<file path="src/rtl/aqp_ovl_writer_if.sv">
`default_nettype none
// ---------------------------------------------------------------------------
// aqp_ovl_writer_if : host write bus (valid/ready) into the overlay writer
// Revision: 1.0
// ---------------------------------------------------------------------------
interface aqp_ovl_writer_if;
  logic        host_valid;
  logic        host_ready;
  logic [1:0]  host_sel;
  logic [10:0] host_addr;
  logic [15:0] host_wrdata;

  modport master (
    output host_valid, host_sel, host_addr, host_wrdata,
    input  host_ready
  );

  modport slave (
    input  host_valid, host_sel, host_addr, host_wrdata,
    output host_ready
  );
endinterface
`default_nettype wire

</file>
<file path="src/rtl/aqp_ovl_writer.sv">
`default_nettype none
// ---------------------------------------------------------------------------
// aqp_ovl_writer : write controller for overlay text/font/palette RAMs with a
// text fill engine. Optional power-up text clear: AQP_OVL_RESET_CLEAR_EN.
// Revision: 1.0
// ---------------------------------------------------------------------------
module aqp_ovl_writer #(
  parameter int TEXT_WORDS = 1024,
  parameter int MAX_COUNT  = 1024
) (
  input  wire logic          ovl_clk,
  input  wire logic          ovl_rst_n,
  aqp_ovl_writer_if.slave    host,
  output logic [9:0]         ovl_text_addr,
  output logic [15:0]        ovl_text_wrdata,
  output logic               ovl_text_wr,
  output logic [10:0]        ovl_font_addr,
  output logic [7:0]         ovl_font_wrdata,
  output logic               ovl_font_wr,
  output logic [3:0]         ovl_palette_addr,
  output logic [15:0]        ovl_palette_wrdata,
  output logic               ovl_palette_wr,
  output logic               fill_busy,
  output logic               fill_done
);

  typedef enum logic [1:0] {
    S_IDLE = 2'd0,
    S_FILL = 2'd1,
    S_INIT = 2'd2
  } state_t;

  localparam logic [9:0]  C_ADDR_MASK = 10'(TEXT_WORDS - 1);
  localparam logic [10:0] C_MAX_COUNT = 11'(MAX_COUNT);
`ifdef AQP_OVL_RESET_CLEAR_EN
  localparam state_t C_RESET_STATE = S_INIT;
`else
  localparam state_t C_RESET_STATE = S_IDLE;
`endif

  state_t      state_q, state_d;
  logic [9:0]  text_addr_q, text_addr_d;
  logic [15:0] text_wrdata_q, text_wrdata_d;
  logic        text_wr_q, text_wr_d;
  logic [10:0] font_addr_q, font_addr_d;
  logic [7:0]  font_wrdata_q, font_wrdata_d;
  logic        font_wr_q, font_wr_d;
  logic [3:0]  pal_addr_q, pal_addr_d;
  logic [15:0] pal_wrdata_q, pal_wrdata_d;
  logic        pal_wr_q, pal_wr_d;
  logic        busy_q, busy_d;
  logic        done_q, done_d;
  logic [15:0] value_q, value_d;
  logic [9:0]  start_q, start_d;
  logic [10:0] remaining_q, remaining_d;

  logic        w_side_sel;
  logic        w_accept;
  logic [10:0] w_count;

  // Font/palette ports never conflict with the fill engine, so only text and
  // control traffic is gated by the state.
  assign w_side_sel      = (host.host_sel == 2'd1) || (host.host_sel == 2'd2);
  assign host.host_ready = ovl_rst_n && (w_side_sel || (state_q == S_IDLE));
  assign w_accept        = host.host_valid && host.host_ready;
  assign w_count         = (host.host_wrdata[10:0] > C_MAX_COUNT) ? C_MAX_COUNT
                                                                  : host.host_wrdata[10:0];

  always_comb begin
    state_d       = state_q;
    text_addr_d   = text_addr_q;
    text_wrdata_d = text_wrdata_q;
    text_wr_d     = 1'b0;
    font_addr_d   = font_addr_q;
    font_wrdata_d = font_wrdata_q;
    font_wr_d     = 1'b0;
    pal_addr_d    = pal_addr_q;
    pal_wrdata_d  = pal_wrdata_q;
    pal_wr_d      = 1'b0;
    busy_d        = busy_q;
    done_d        = 1'b0;
    value_d       = value_q;
    start_d       = start_q;
    remaining_d   = remaining_q;

    if (w_accept) begin
      case (host.host_sel)
        2'd0: begin
          text_wr_d     = 1'b1;
          text_addr_d   = host.host_addr[9:0] & C_ADDR_MASK;
          text_wrdata_d = host.host_wrdata;
        end
        2'd1: begin
          font_wr_d     = 1'b1;
          font_addr_d   = host.host_addr;
          font_wrdata_d = host.host_wrdata[7:0];
        end
        2'd2: begin
          pal_wr_d      = 1'b1;
          pal_addr_d    = host.host_addr[3:0];
          pal_wrdata_d  = host.host_wrdata;
        end
        default: begin
          case (host.host_addr[1:0])
            2'd0: value_d = host.host_wrdata;
            2'd1: start_d = host.host_wrdata[9:0] & C_ADDR_MASK;
            2'd2: begin
              if (w_count == 11'd0) begin
                done_d = 1'b1;
              end else begin
                // First fill word goes out in the cycle right after the trigger.
                state_d       = S_FILL;
                text_wr_d     = 1'b1;
                text_addr_d   = start_q;
                text_wrdata_d = value_q;
                remaining_d   = w_count - 11'd1;
                busy_d        = 1'b1;
              end
            end
            default: ;
          endcase
        end
      endcase
    end

    case (state_q)
      S_FILL: begin
        if (remaining_q != 11'd0) begin
          text_wr_d   = 1'b1;
          text_addr_d = (text_addr_q + 10'd1) & C_ADDR_MASK;
          remaining_d = remaining_q - 11'd1;
        end else begin
          state_d = S_IDLE;
          busy_d  = 1'b0;
          done_d  = 1'b1;
        end
      end
      S_INIT: begin
        if (!text_wr_q) begin
          text_wr_d     = 1'b1;
          text_addr_d   = 10'd0;
          text_wrdata_d = 16'h0000;
          busy_d        = 1'b1;
        end else if (text_addr_q != C_ADDR_MASK) begin
          text_wr_d   = 1'b1;
          text_addr_d = text_addr_q + 10'd1;
        end else begin
          state_d = S_IDLE;
          busy_d  = 1'b0;
          done_d  = 1'b1;
        end
      end
      default: ;
    endcase
  end

  always_ff @(posedge ovl_clk) begin
    if (!ovl_rst_n) begin
      state_q       <= C_RESET_STATE;
      text_addr_q   <= '0;
      text_wrdata_q <= '0;
      text_wr_q     <= 1'b0;
      font_addr_q   <= '0;
      font_wrdata_q <= '0;
      font_wr_q     <= 1'b0;
      pal_addr_q    <= '0;
      pal_wrdata_q  <= '0;
      pal_wr_q      <= 1'b0;
      busy_q        <= 1'b0;
      done_q        <= 1'b0;
      value_q       <= '0;
      start_q       <= '0;
      remaining_q   <= '0;
    end else begin
      state_q       <= state_d;
      text_addr_q   <= text_addr_d;
      text_wrdata_q <= text_wrdata_d;
      text_wr_q     <= text_wr_d;
      font_addr_q   <= font_addr_d;
      font_wrdata_q <= font_wrdata_d;
      font_wr_q     <= font_wr_d;
      pal_addr_q    <= pal_addr_d;
      pal_wrdata_q  <= pal_wrdata_d;
      pal_wr_q      <= pal_wr_d;
      busy_q        <= busy_d;
      done_q        <= done_d;
      value_q       <= value_d;
      start_q       <= start_d;
      remaining_q   <= remaining_d;
    end
  end

  assign ovl_text_addr      = text_addr_q;
  assign ovl_text_wrdata    = text_wrdata_q;
  assign ovl_text_wr        = text_wr_q;
  assign ovl_font_addr      = font_addr_q;
  assign ovl_font_wrdata    = font_wrdata_q;
  assign ovl_font_wr        = font_wr_q;
  assign ovl_palette_addr   = pal_addr_q;
  assign ovl_palette_wrdata = pal_wrdata_q;
  assign ovl_palette_wr     = pal_wr_q;
  assign fill_busy          = busy_q;
  assign fill_done          = done_q;

endmodule
`default_nettype wire

</file>
<file path="src/flat_wrapper.sv">
// flat-port wrapper written by rule: the top's interface ports become plain ports
module aqp_ovl_writer_flat 
#(
  parameter int TEXT_WORDS = 1024,
  parameter int MAX_COUNT  = 1024
)
  (ovl_clk, ovl_rst_n, ovl_text_addr, ovl_text_wrdata, ovl_text_wr, ovl_font_addr, ovl_font_wrdata, ovl_font_wr, ovl_palette_addr, ovl_palette_wrdata, ovl_palette_wr, fill_busy, fill_done, host_host_valid, host_host_sel, host_host_addr, host_host_wrdata, host_host_ready);
  aqp_ovl_writer_if host_i ();
  input  wire logic ovl_clk;
  input  wire logic ovl_rst_n;
  output logic [9:0] ovl_text_addr;
  output logic [15:0] ovl_text_wrdata;
  output logic ovl_text_wr;
  output logic [10:0] ovl_font_addr;
  output logic [7:0] ovl_font_wrdata;
  output logic ovl_font_wr;
  output logic [3:0] ovl_palette_addr;
  output logic [15:0] ovl_palette_wrdata;
  output logic ovl_palette_wr;
  output logic fill_busy;
  output logic fill_done;
  input wire logic [$bits(host_i.host_valid)-1:0] host_host_valid;
  input wire logic [$bits(host_i.host_sel)-1:0] host_host_sel;
  input wire logic [$bits(host_i.host_addr)-1:0] host_host_addr;
  input wire logic [$bits(host_i.host_wrdata)-1:0] host_host_wrdata;
  output wire logic [$bits(host_i.host_ready)-1:0] host_host_ready;
  assign host_i.host_valid = host_host_valid;
  assign host_i.host_sel = host_host_sel;
  assign host_i.host_addr = host_host_addr;
  assign host_i.host_wrdata = host_host_wrdata;
  assign host_host_ready = host_i.host_ready;
  aqp_ovl_writer #(.TEXT_WORDS(TEXT_WORDS), .MAX_COUNT(MAX_COUNT)) u_core (.ovl_clk(ovl_clk), .ovl_rst_n(ovl_rst_n), .host(host_i), .ovl_text_addr(ovl_text_addr), .ovl_text_wrdata(ovl_text_wrdata), .ovl_text_wr(ovl_text_wr), .ovl_font_addr(ovl_font_addr), .ovl_font_wrdata(ovl_font_wrdata), .ovl_font_wr(ovl_font_wr), .ovl_palette_addr(ovl_palette_addr), .ovl_palette_wrdata(ovl_palette_wrdata), .ovl_palette_wr(ovl_palette_wr), .fill_busy(fill_busy), .fill_done(fill_done));
endmodule
</file>
<file path="config.mk">
export PLATFORM = sky130hd
export DESIGN_NAME = aqp_ovl_writer_flat
export DESIGN_NICKNAME = d
export VERILOG_FILES = /design/src/rtl/aqp_ovl_writer_if.sv /design/src/rtl/aqp_ovl_writer.sv /design/src/flat_wrapper.sv
export SDC_FILE = /design/constraint.sdc
export NUM_CORES = 1
export LEC_CHECK = 0
export BUFFER_PORTS_ARGS = -buffer_cell sky130_fd_sc_hd__buf_2
export CORE_AREA = 2 2 180 94
export DETAILED_ROUTE_END_ITERATION = 6
export DIE_AREA = 0 0 182 96
export PLACE_DENSITY_LB_ADDON = 0.08
export SYNTH_ARGS = -nofsm -noshare
export SYNTH_HDL_FRONTEND = slang
export SYNTH_SLANG_ARGS = --single-unit
</file>
<file path="constraint.sdc">
create_clock -name ovl_clk -period 2.9 [get_ports ovl_clk]
set_input_delay 0.29 -clock ovl_clk [delete_from_list [all_inputs] [get_ports ovl_clk]]
set_output_delay 0.29 -clock ovl_clk [all_outputs]
set_load 0.1 [all_outputs]
</file>
Word level (Yosys, flattened, before mapping). Cells that the tools add are included.

Magnitude comparators: 1. Eq/ne operators: 7. Bitwise gates (word level): 1. Muxes and demuxes: 55. Add/subtract/negate cells: 3. Reduce and logical (&&, ||, !) cells: 16.

Operators by type and width (count): $mux 16 (5); $mux 11 (7); $mux 10 (6); $pmux 10 s2 (2); $pmux 16 s2 (1); $mux 1 (22); $sub 11x1->11 const B (2); $mux 2 (7); $gt 11x11->1 const B (1); $logic_not 11->1 (1); $reduce_bool 11->1 (1); $add 10x1->10 const B (1); $ne 10x10->1 const B (1); $pmux 1 s2 (4); $eq 2x1->1 const B (3); $eq 2x2->1 const B (3); $logic_not 2->1 (3); $reduce_and 2->1 (3); $reduce_and 3->1 (2); $pmux 2 s2 (1); $reduce_or 3->1 (1); $logic_and 1x1->1 (2); $logic_or 1x1->1 (2); $reduce_or 2->1 (1); $not 1->1 (1).

Register bits after elaboration: 109. Input bits: 32. Output and inout bits: 71.

Longest topological paths before layout. Gate-level depths: netlist (run 1).

Word-level depth: 10. Gate-level depth with buffers: 10. Mapped depth without buffers: 7.

Least setup slack after synthesis (run 1). OpenSTA, ideal clock, no wires.

Path kind: reg-to-reg. Start: reg u_core.text_addr_q[0], in the netlist u_core.ovl_text_addr[0]. End: reg u_core.text_addr_q[5], in the netlist u_core.ovl_text_addr[5]. Arrival time: 2.720 ns. Path buffers: 0. Required time: 2.842 ns. Path slack: 0.122 ns. Cell stages (with the launch flop): 7. Clock period less this slack: 2.778 ns. Path through: dfxtp_1 > ha_1 > nand3_1 > or4_1 > a31o_2 > a2111oi_0 > a21o_1.

Longest elaborated chain between the ends: 4.

RTL lines: start: declaration (line aqp_ovl_writer.sv:42) `logic [9:0] text_addr_q, text_addr_d;`; start signal: assignment (line aqp_ovl_writer.sv:176) `text_addr_q <= text_addr_d;`; $add 10x1->10 or $ne 10x10->1 (tied branches) (line aqp_ovl_writer.sv:130, aqp_ovl_writer.sv:146, aqp_ovl_writer.sv:144); $mux 10 (line aqp_ovl_writer.sv:144) `end else if (text_addr_q != C_ADDR_MASK) begin`; $mux 10 (line aqp_ovl_writer.sv:139) `if (!text_wr_q) begin`; $pmux 10 s2 * (line aqp_ovl_writer.sv:126) `case (state_q)`.

Every way passes the cells marked *; elsewhere a longest branch is shown, timed or not. A chain may end at the register's enable or synchronous reset.

Worst setup path in the final report (run 1).
Start: reg u_core.text_addr_q[0], in the netlist u_core.ovl_text_addr[0]. End: reg u_core.text_addr_q[6], in the netlist u_core.ovl_text_addr[6].

The elaborated chain is that of the path after synthesis.

==> impl_metrics.csv, run 1 <==
group,metric,value,unit
synth,synth.distinct_cells,63,
synth,syn_area,5450,um^2
synth,synthTopCellsByCount,"109 x dfxtp_1, 95 x nand2_1, 91 x a21oi_1",
detailed_routing,dr.pass1.iters,5,
floorplanning,dieHeight,96,um
synth,synth_most_common_cell,"dfxtp_1",
floorplanning,ios,103,
critical_path,cp-startpoint,"u_core.ovl_text_addr[0]$_SDFF_PN0_",
floorplanning,core_region_area,15900,um^2
critical_path,required,3.21,ns
status,status,"finished clean",
detailed_routing,dr.first_iter.drc_count,405,
pwr,peakVddDrop,0.377,mV
place,portBuffers,102,
finish,nets,810,
place,gp_congestion,0.840,
finish,fillers,1638,
hold_path,min_path_cells,3,
pwr,power.density,538,nW/um^2
cts,cts_setup_buffers,0,
global_routing,overflow,0,
floorplanning,fp-row-count,33,
synth,yosys_warnings,0,
pwr,combPwrFrac,17.3,%
critical_path,reg2reg_depth,6,
hold_path,holdCritStartpoint,"host_host_addr[10]",
pwr,power.internal,0.00230,W
detailed_routing,vias,5341,
pwr,p_leak,2.49,nW
floorplanning,die-area,17500,um^2
critical_path,worstSetupPathDepth,6,
synth,synth_seq_area_share,40.0,%
finish,antennaDiodeCount,0,
timing,period_needed,2.41,ns
job,maxCapViolCount,0,
critical_path,arrival,2.72,ns
cts,clk_path_buf_depth,2,
detailed_routing,wire_per_inst,18.5,um
floorplanning,start_util,34.2,%
critical_path,path_max_fanout,6,
global_routing,grt_max_degree,39,
critical_path,crit_family,"simple AND/OR/NAND/NOR gates",
global_routing,grtUsageTotal,20.6,%
global_routing,antenna_found_initial,0,
synth,synthCells,685,
timing,fin_ws,0.494,ns
critical_path,reg2reg_from,"u_core.ovl_text_addr[0]$_SDFF_PN0_",
pwr,p_clk_share,37.9,%
detailed_routing,drcViolationCount,0,
cts,cts-root-buf,"clkbuf_16",
detailed_routing,ant_nets,0,
synth,synth_edf_count,0,
cts,clock_latency,0.36,ns
place,dpl_worst_slack,0.243,ns
critical_path,crit_chain,"ha_1, nand3_1, or4_1, a31o_2, a2111oi_0, a21o_1",
synth,syn_area_per_cell,7.96,um^2
critical_path,critPathKind,"flip-flop to flip-flop",
finish,drive_above_1_share,20.3,%
global_routing,grt_pass1_wl,27700,um
critical_path,critPathBufInv,0,
critical_path,cpMaxStageDelayCell,"or4_1",
place,hpwl,13200,um
cts,cts_tree,"yes",
timing,fin_crit_sh,83.0,%
timing,clock.fmax,416,MHz
cts,cts_buffers,9,
synth,synth_ff_type,"dfxtp_1",
cts,cts_htree_levels,3,
floorplanning,die_w,182,um
critical_path,start_kind,"flip-flop",
synth,yosys-top-cells-area,"dfxtp_1 40%, a21oi_1 8.4%, nand2_1 6.5%",
detailed_routing,vias_per_cell,5.44,
synth,async_flop_share,0,%
timing,worstMarginPinSlew,1.01,ns
timing,final_hold_viol_count,0,
timing,relSlewSlack,32.2,%
critical_path,end_kind,"flip-flop",
synth,synthesis.nets,728,
timing,setup_viol,0,
global_routing,first_global_vias,4824,
timing,maxSlewViolCount,0,
hold_path,hp-class,"primary input to flip-flop",
cts,clkTransAtPathRegs,0.09,ns
timing,skew,0.00946,ns
cts,ctsHoldBuffers,0,
pwr,seqPwrFrac,44.8,%
cts,cts_resized,0,
synth,ys_ff_latch,109,
synth,synth_area_leader_cell,"dfxtp_1",
pwr,power_switching,0.00120,W
timing,tns,0,ns
pwr,sw_frac_of_total,34.2,%
detailed_routing,routed_wl,18200,um
timing,rsz0062_at_grt,"false",
synth,synth_top_area_share,40.0,%
finish,syn2layout_area_growth,19.4,%
cts,cts_num_sinks,109,
critical_path,slowest_delay,0.64,ns
worst min-delay path, stage by stage:
cell	delay [ns]
buf_2	0.10
nand2_1	0.05
a21oi_1	0.05
power groups by stage:
stage	clock network (W)	registers [W]	logic, W
2_1_floorplan	0	0.00181	0.000227
4_1_cts	0.00136	0.00157	0.000601
5_1_grt	0.00141	0.00157	0.000642
3_3_place_gp	0	0.00160	0.000596
6_report	0.00133	0.00157	0.000604
3_5_place_dp	0	0.00160	0.000599
final timing paths:
path,to,slack [ns]
setup / recovery,u_core.ovl_text_addr[6]$_SDFF_PN0_,0.49
hold / removal,u_core.ovl_font_addr[10]$_SDFFE_PN0P_,0.16
setup reg to reg,u_core.ovl_text_addr[6]$_SDFF_PN0_,0.49
hold reg to reg,u_core.ovl_font_wrdata[7]$_SDFFE_PN0P_,0.46
state kept, by name, indices dropped and copies added (netlist names), 2 cells and up:
register,cells
u_core.remaining_q,11
u_core.start_q,10
u_core.value_q,16
u_core.ovl_font_addr,11
u_core.ovl_palette_wrdata,16
u_core.ovl_palette_addr,4
u_core.ovl_text_wrdata,16
u_core.ovl_font_wrdata,8
u_core.ovl_text_addr,10
u_core.state_q,2
logic make-up after synthesis:
kind of cell             after synthesis  share of synthesized area [%]
flip-flops                           109                           40.0
AO/OA/AOI/OAI                        206                           23.3
adder cells (fa/ha/maj)               11                           2.53
AND/OR/NAND/NOR                      250                           22.4
multiplexers                          26                           4.78
buffers and inverters                 75                           5.76
XOR/XNOR                               8                           1.29
stage by stage:
stage | area, um^2 | std cells | total power, W | util (%) | hold slack [ns]
2_1_floorplan | 5450 | 685 | 0.00204 | - | 0.408
3_3_place_gp | 6190 | 966 | 0.00220 | 38.8 | 0.439
3_5_place_dp | 6190 | 966 | 0.00220 | 38.8 | 0.446
4_1_cts | 6510 | 982 | 0.00352 | 40.8 | 0.152
5_1_grt | 6510 | 982 | 0.00362 | 40.8 | 0.166
6_report | 6510 | 982 | 0.00350 | 40.8 | 0.161
metal layers:
metal / wire, um / global-route usage [%]
met2: 7040 / 28.5
met3: 1300 / 4.39
met5: 0 / 0
met4: 78 / 3.36
met1: 9770 / 32.4
cells in the final DEF, fill, tap and decap left out, types with 3 or more instances in the layout:
master / count
a31o_2: 3
a31oi_1: 11
inv_6: 3
a211oi_1: 18
a2111oi_0: 3
nand2b_1: 6
nand2_1: 95
clkbuf_16: 9
inv_1: 16
o21a_1: 6
buf_2: 102
or3_1: 4
dfxtp_1: 109
nor3_1: 9
a221oi_1: 4
o2111ai_1: 4
a21o_1: 6
ha_1: 11
buf_4: 25
nand4_1: 5
nor2b_1: 6
a22oi_1: 6
nor2_1: 63
o21ai_0: 34
a21oi_1: 91
or4_1: 20
nor4_1: 9
xnor2_1: 6
nand3_1: 14
mux2i_1: 26
cell type report:
cell class	count	area (um^2)	share of cell area (%)
clock buffers	9	225	3.46
clock inverters	7	91.3	1.40
inverters	18	67.6	1.04
multi-input cells	501	2960	45.5
flip-flops and latches	109	2180	33.5
well taps	210	263	4.04
repair buffers	128	718	11.0
Power figures use the tool's default switching activity.
==> run 2, diff against run 1 <==
Clock period 2.9 ns to 2.46 ns, I/O delays scaled along.
==> run 2 against run 1 <==
Net effect:
- die area is the same
- sequential share of layout area down 0.44 points
- worst hold slack got worse by 0.031 ns
- combinational power up 21%
- utilization increased by 0.75 points
- fmax rose by 4.9%
==> impl_metrics.csv, run 2 (synthesis gave the netlist of run 1 again) <==
group,metric,value,unit
status,status,"finished clean",
cts,ctsHoldBuffers,0,
global_routing,antenna_found_initial,0,
timing,rsz0062_at_grt,"false",
finish,final_common_cell,"buf_2",
critical_path,r2r-end,"u_core.ovl_text_addr[7]$_SDFF_PN0_",
finish,multi_input_comb_area,2970,um^2
critical_path,reg2reg_from,"u_core.remaining_q[0]$_SDFF_PN0_",
timing,clock.fmax,436,MHz
detailed_routing,dr.first_iter.drc_count,366,
pwr,peakVddDrop,0.321,mV
floorplanning,ios,103,
timing,whs,0.130,ns
finish,final_cells,993,
floorplanning,fp-row-count,33,
detailed_routing,wire_per_inst,18.8,um
detailed_routing,ant_nets,0,
finish,antennaDiodeCount,0,
timing,maxSlewViolCount,0,
timing,setup_viol,0,
job,maxCapViolCount,0,
timing,final_hold_viol_count,0,
global_routing,first_global_vias,4979,
hold_path,hp-class,"primary input to flip-flop",
global_routing,grt_pass1_wl,28300,um
cts,cts-root-buf,"clkbuf_16",
pwr,power.density,615,nW/um^2
timing,worstMarginPinSlew,1.06,ns
floorplanning,die-area,17500,um^2
cts,cts_buffers,9,
timing,relSlewSlack,29.1,%
floorplanning,start_util,34.2,%
floorplanning,dieHeight,96,um
pwr,p_leak,2.56,nW
finish,drive_above_1_share,22.9,%
detailed_routing,vias_per_cell,5.52,
critical_path,reg2reg_depth,8,
critical_path,end_kind,"flip-flop",
critical_path,required,2.75,ns
cts,cts_htree_levels,3,
detailed_routing,routed_wl,18700,um
timing,tns,0,ns
pwr,total_power,0.00408,W
place,dp.cells,977,
detailed_routing,dr.pass1.iters,5,
detailed_routing,vias,5484,
critical_path,endpoint,"u_core.ovl_text_addr[7]$_SDFF_PN0_",
floorplanning,die_w,182,um
critical_path,critPathKind,"flip-flop to flip-flop",
global_routing,overflow,0,
cts,clock_latency,0.35,ns
critical_path,path_max_fanout,6,
cts,cts_tree,"yes",
timing,period_needed,2.29,ns
finish,layout_common_cells,"102 x buf_2, 100 x dfxtp_1, 95 x nand2_1",
cts,cts_num_sinks,109,
hold_path,holdCritStartpoint,"host_host_addr[10]",
finish,syn2layout_area_growth,21.6,%
detailed_routing,drcViolationCount,0,
critical_path,r2r_slack,0.17,ns
timing,fin_crit_sh,93.3,%
critical_path,start_kind,"flip-flop",
finish,final_util,41.6,%
finish,nets,821,
critical_path,arrival,2.59,ns
place,portBuffers,102,
timing,skew,0.00640,ns
global_routing,grt_max_degree,39,
cts,clkTransAtPathRegs,0.08,ns
finish,register_area,2190,um^2
floorplanning,core_region_area,15900,um^2
place,hpwl,13500,um
global_routing,grtUsageTotal,21.1,%
finish,fillers,1660,
place,gp_congestion,0.780,
cts,clk_path_buf_depth,2,
critical_path,cp-startpoint,"u_core.remaining_q[0]$_SDFF_PN0_",
## run 2: stage by stage
step | cell area, um^2 | worst slack (ns)
2_1_floorplan | 5470 | 0.00755
3_3_place_gp | 6310 | 0.0169
3_5_place_dp | 6310 | 0.00894
4_1_cts | 6620 | 0.125
5_1_grt | 6630 | 0.0751
6_report | 6630 | 0.166
## run 2: final cells by class
cell class	instances	area share, %
timing repair buffer	139	12.5
tap	210	3.97
inverter	18	1.02
clock inverter	7	1.25
clock buffer	9	3.40
sequential	109	33.1
multi-input combinational	501	44.8
## run 2: worst min-delay path by stage
stage | cells past startpoint | endpoint | slack (ns)
2_1_floorplan | 1 | u_core.remaining_q[1]$_SDFF_PN0_ | 0.36
3_3_place_gp | 2 | u_core.ovl_font_addr[1]$_SDFFE_PN0P_ | 0.44
3_5_place_dp | 2 | u_core.ovl_palette_wrdata[14]$_SDFFE_PN0P_ | 0.44
4_1_cts | 3 | u_core.ovl_font_addr[10]$_SDFFE_PN0P_ | 0.13
5_1_grt | 3 | u_core.ovl_font_addr[10]$_SDFFE_PN0P_ | 0.14
6_report | 3 | u_core.ovl_font_addr[10]$_SDFFE_PN0P_ | 0.13
## run 2: critical path, cell delays in order, from the launching register on
cell       delay (ns)
dfxtp_1          0.37
inv_1            0.08
ha_1             0.25
nor4b_2          0.27
buf_4            0.19
nand4_1          0.19
a31o_2           0.37
a2111oi_0        0.40
a21o_1           0.13
## run 2: timing repair
item                       CTS  global route
buffers inserted             0             0
gates resized for setup      0             1
hold endpoints to repair     0             0
setup endpoints to repair    0             4
## run 2: where the power goes
part           switching [W]  internal [W]  leakage [nW]  total [W]
Sequential         0.0000427       0.00181         0.886    0.00185
Clock               0.000771      0.000728         0.151    0.00150
Combinational       0.000555      0.000175          1.52   0.000729
## run 2: routing by layer
| metal | GRT usage (%) | up-vias | part of all wire, % |
|---|---|---|---|
| met5 | 0 | - | 0 |
| met4 | 3.83 | 0 | 0.52 |
| met3 | 4.96 | 6 | 6.2 |
| met2 | 29.3 | 177 | 39 |
| met1 | 32.6 | 2656 | 54 |
| li1 | - | 2645 | - |
==> run 3, diff against run 2 <==
--- a/config.mk
+++ b/config.mk
@@ -11,4 +11,5 @@
 export DIE_AREA = 0 0 182 96
 export PLACE_DENSITY_LB_ADDON = 0.08
+export RECOVER_POWER = 100
 export SYNTH_ARGS = -nofsm -noshare
 export SYNTH_HDL_FRONTEND = slang
==> constraint.sdc (replaced) <==
create_clock -name ovl_clk -period 2.46 [get_ports ovl_clk]
set_input_delay 0.246 -clock ovl_clk [delete_from_list [all_inputs] [get_ports ovl_clk]]
set_output_delay 0.246 -clock ovl_clk [all_outputs]
set_load 0.005 [all_outputs]
==> run 3 against run 2 <==
Net effect:
- count of clock-buffer cells in the layout unchanged
- sequential cell count unchanged
- critical path depth unchanged
- register-to-register slack about the same
- cell area decreased by 1.7%
- via count increased by 0.24%
- sequential share of layout area increased by 0.39 points
- critical path type unchanged
- largest cell class unchanged
==> impl_metrics.csv, run 3 (synthesis gave the netlist of run 1 again) <==
group,metric,value,unit
global_routing,grt_max_degree,40,
finish,final_cells,996,
finish,nets,824,
cts,cts_htree_levels,3,
timing,tns,0,ns
critical_path,end_kind,"flip-flop",
hold_path,hp-class,"primary input to flip-flop",
finish,final_common_cell,"dfxtp_1",
cts,clkTransAtPathRegs,0.09,ns
timing,period_needed,2.30,ns
floorplanning,dieHeight,96,um
detailed_routing,vias_per_cell,5.52,
cts,cts-root-buf,"clkbuf_16",
critical_path,critPathKind,"flip-flop to flip-flop",
global_routing,overflow,0,
detailed_routing,vias,5497,
finish,layout_common_cells,"109 x dfxtp_1, 95 x nand2_1, 91 x a21oi_1",
global_routing,grt_pass1_wl,28600,um
place,dp.cells,980,
timing,fin_crit_sh,93.7,%
floorplanning,core_region_area,15900,um^2
hold_path,holdCritStartpoint,"host_host_addr[10]",
detailed_routing,wire_per_inst,18.9,um
detailed_routing,routed_wl,18900,um
floorplanning,start_util,34.2,%
timing,worstMarginPinSlew,1.04,ns
critical_path,start_kind,"flip-flop",
finish,antennaDiodeCount,0,
critical_path,path_max_fanout,5,
pwr,peakVddDrop,0.335,mV
floorplanning,die-area,17500,um^2
critical_path,reg2reg_from,"u_core.remaining_q[1]$_SDFF_PN0_",
finish,final_util,40.9,%
critical_path,cp-startpoint,"u_core.remaining_q[1]$_SDFF_PN0_",
timing,rsz0062_at_grt,"false",
cts,cts_setup_buffers,0,
detailed_routing,drcViolationCount,0,
timing,relSlewSlack,30.2,%
status,status,"finished clean",
global_routing,first_global_vias,4923,
timing,clock.fmax,434,MHz
place,gp_congestion,0.868,
cts,clock_latency,0.36,ns
timing,setup_viol,0,
timing,skew,0.00751,ns
critical_path,required,2.77,ns
global_routing,grtUsageTotal,21.3,%
cts,ctsHoldBuffers,0,
global_routing,antenna_found_initial,0,
cts,cts_resized,0,
timing,final_hold_viol_count,0,
floorplanning,die_w,182,um
job,maxCapViolCount,0,
finish,syn2layout_area_growth,19.6,%
finish,drive_above_1_share,15.8,%
cts,cts_num_sinks,109,
cts,clk_path_buf_depth,2,
cts,cts_tree,"yes",
cts,cts_buffers,9,
floorplanning,fp-row-count,33,
critical_path,arrival,2.61,ns
place,hpwl,13600,um
pwr,p_leak,2.37,nW
detailed_routing,dr.pass1.iters,5,
floorplanning,ios,103,
detailed_routing,ant_nets,0,
place,portBuffers,102,
pwr,power.density,592,nW/um^2
detailed_routing,dr.first_iter.drc_count,438,
timing,maxSlewViolCount,0,
-- run 3: final cells by class --
class                      instances  area [um^2]
clock buffer                       9          225
clock inverter                     7         86.3
fill                            1710         9420
inverter                          18         67.6
multi-input combinational        501         2930
sequential                       109         2180
tap                              210          263
timing repair buffer             142          762
-- run 3: final timing paths --
kind / to / slack, ns / depth (start not counted)
setup / recovery: u_core.ovl_text_addr[6]$_SDFF_PN0_ / 0.16 / 8
hold / removal: u_core.ovl_font_addr[10]$_SDFFE_PN0P_ / 0.13 / 3
setup reg to reg: u_core.ovl_text_addr[6]$_SDFF_PN0_ / 0.16 / 8
hold reg to reg: u_core.ovl_palette_addr[0]$_SDFFE_PN0P_ / 0.46 / 2
-- run 3: through the flow --
stage | total power, W | setup WS (ns) | instance area [um^2] | hold WS (ns)
floorplan | 0.00214 | 0.00755 | 5460 | 0.364
global placement | 0.00235 | 0.0778 | 6320 | 0.438
detailed placement | 0.00235 | -0.00773 | 6320 | 0.448
CTS | 0.00389 | 0.195 | 6640 | 0.119
global route | 0.00399 | 0.0353 | 6520 | 0.132
finish | 0.00386 | 0.156 | 6520 | 0.125
-- run 3: layer usage --
layer / up-vias / share of wire, % / global-route usage [%]
li1: 2654 / - / -
met1: 2619 / 55 / 33.8
met2: 211 / 38 / 29.1
met3: 13 / 6.7 / 3.97
met4: 0 / 0.84 / 4.17
met5: - / 0 / 0
-- run 3: power breakdown --
part           internal, W  switching [W]
combinational     0.000170       0.000297
clock             0.000738       0.000810
sequential         0.00180      0.0000392
total              0.00271        0.00115
-- run 3: worst max-delay path, cell delays in order (launching register included) --
cell       delay (ns)
dfxtp_1          0.38
inv_1            0.08
ha_1             0.22
nor4b_1          0.32
buf_4            0.21
nand4_1          0.20
a31o_2           0.36
a2111oi_0        0.36
a21o_1           0.13
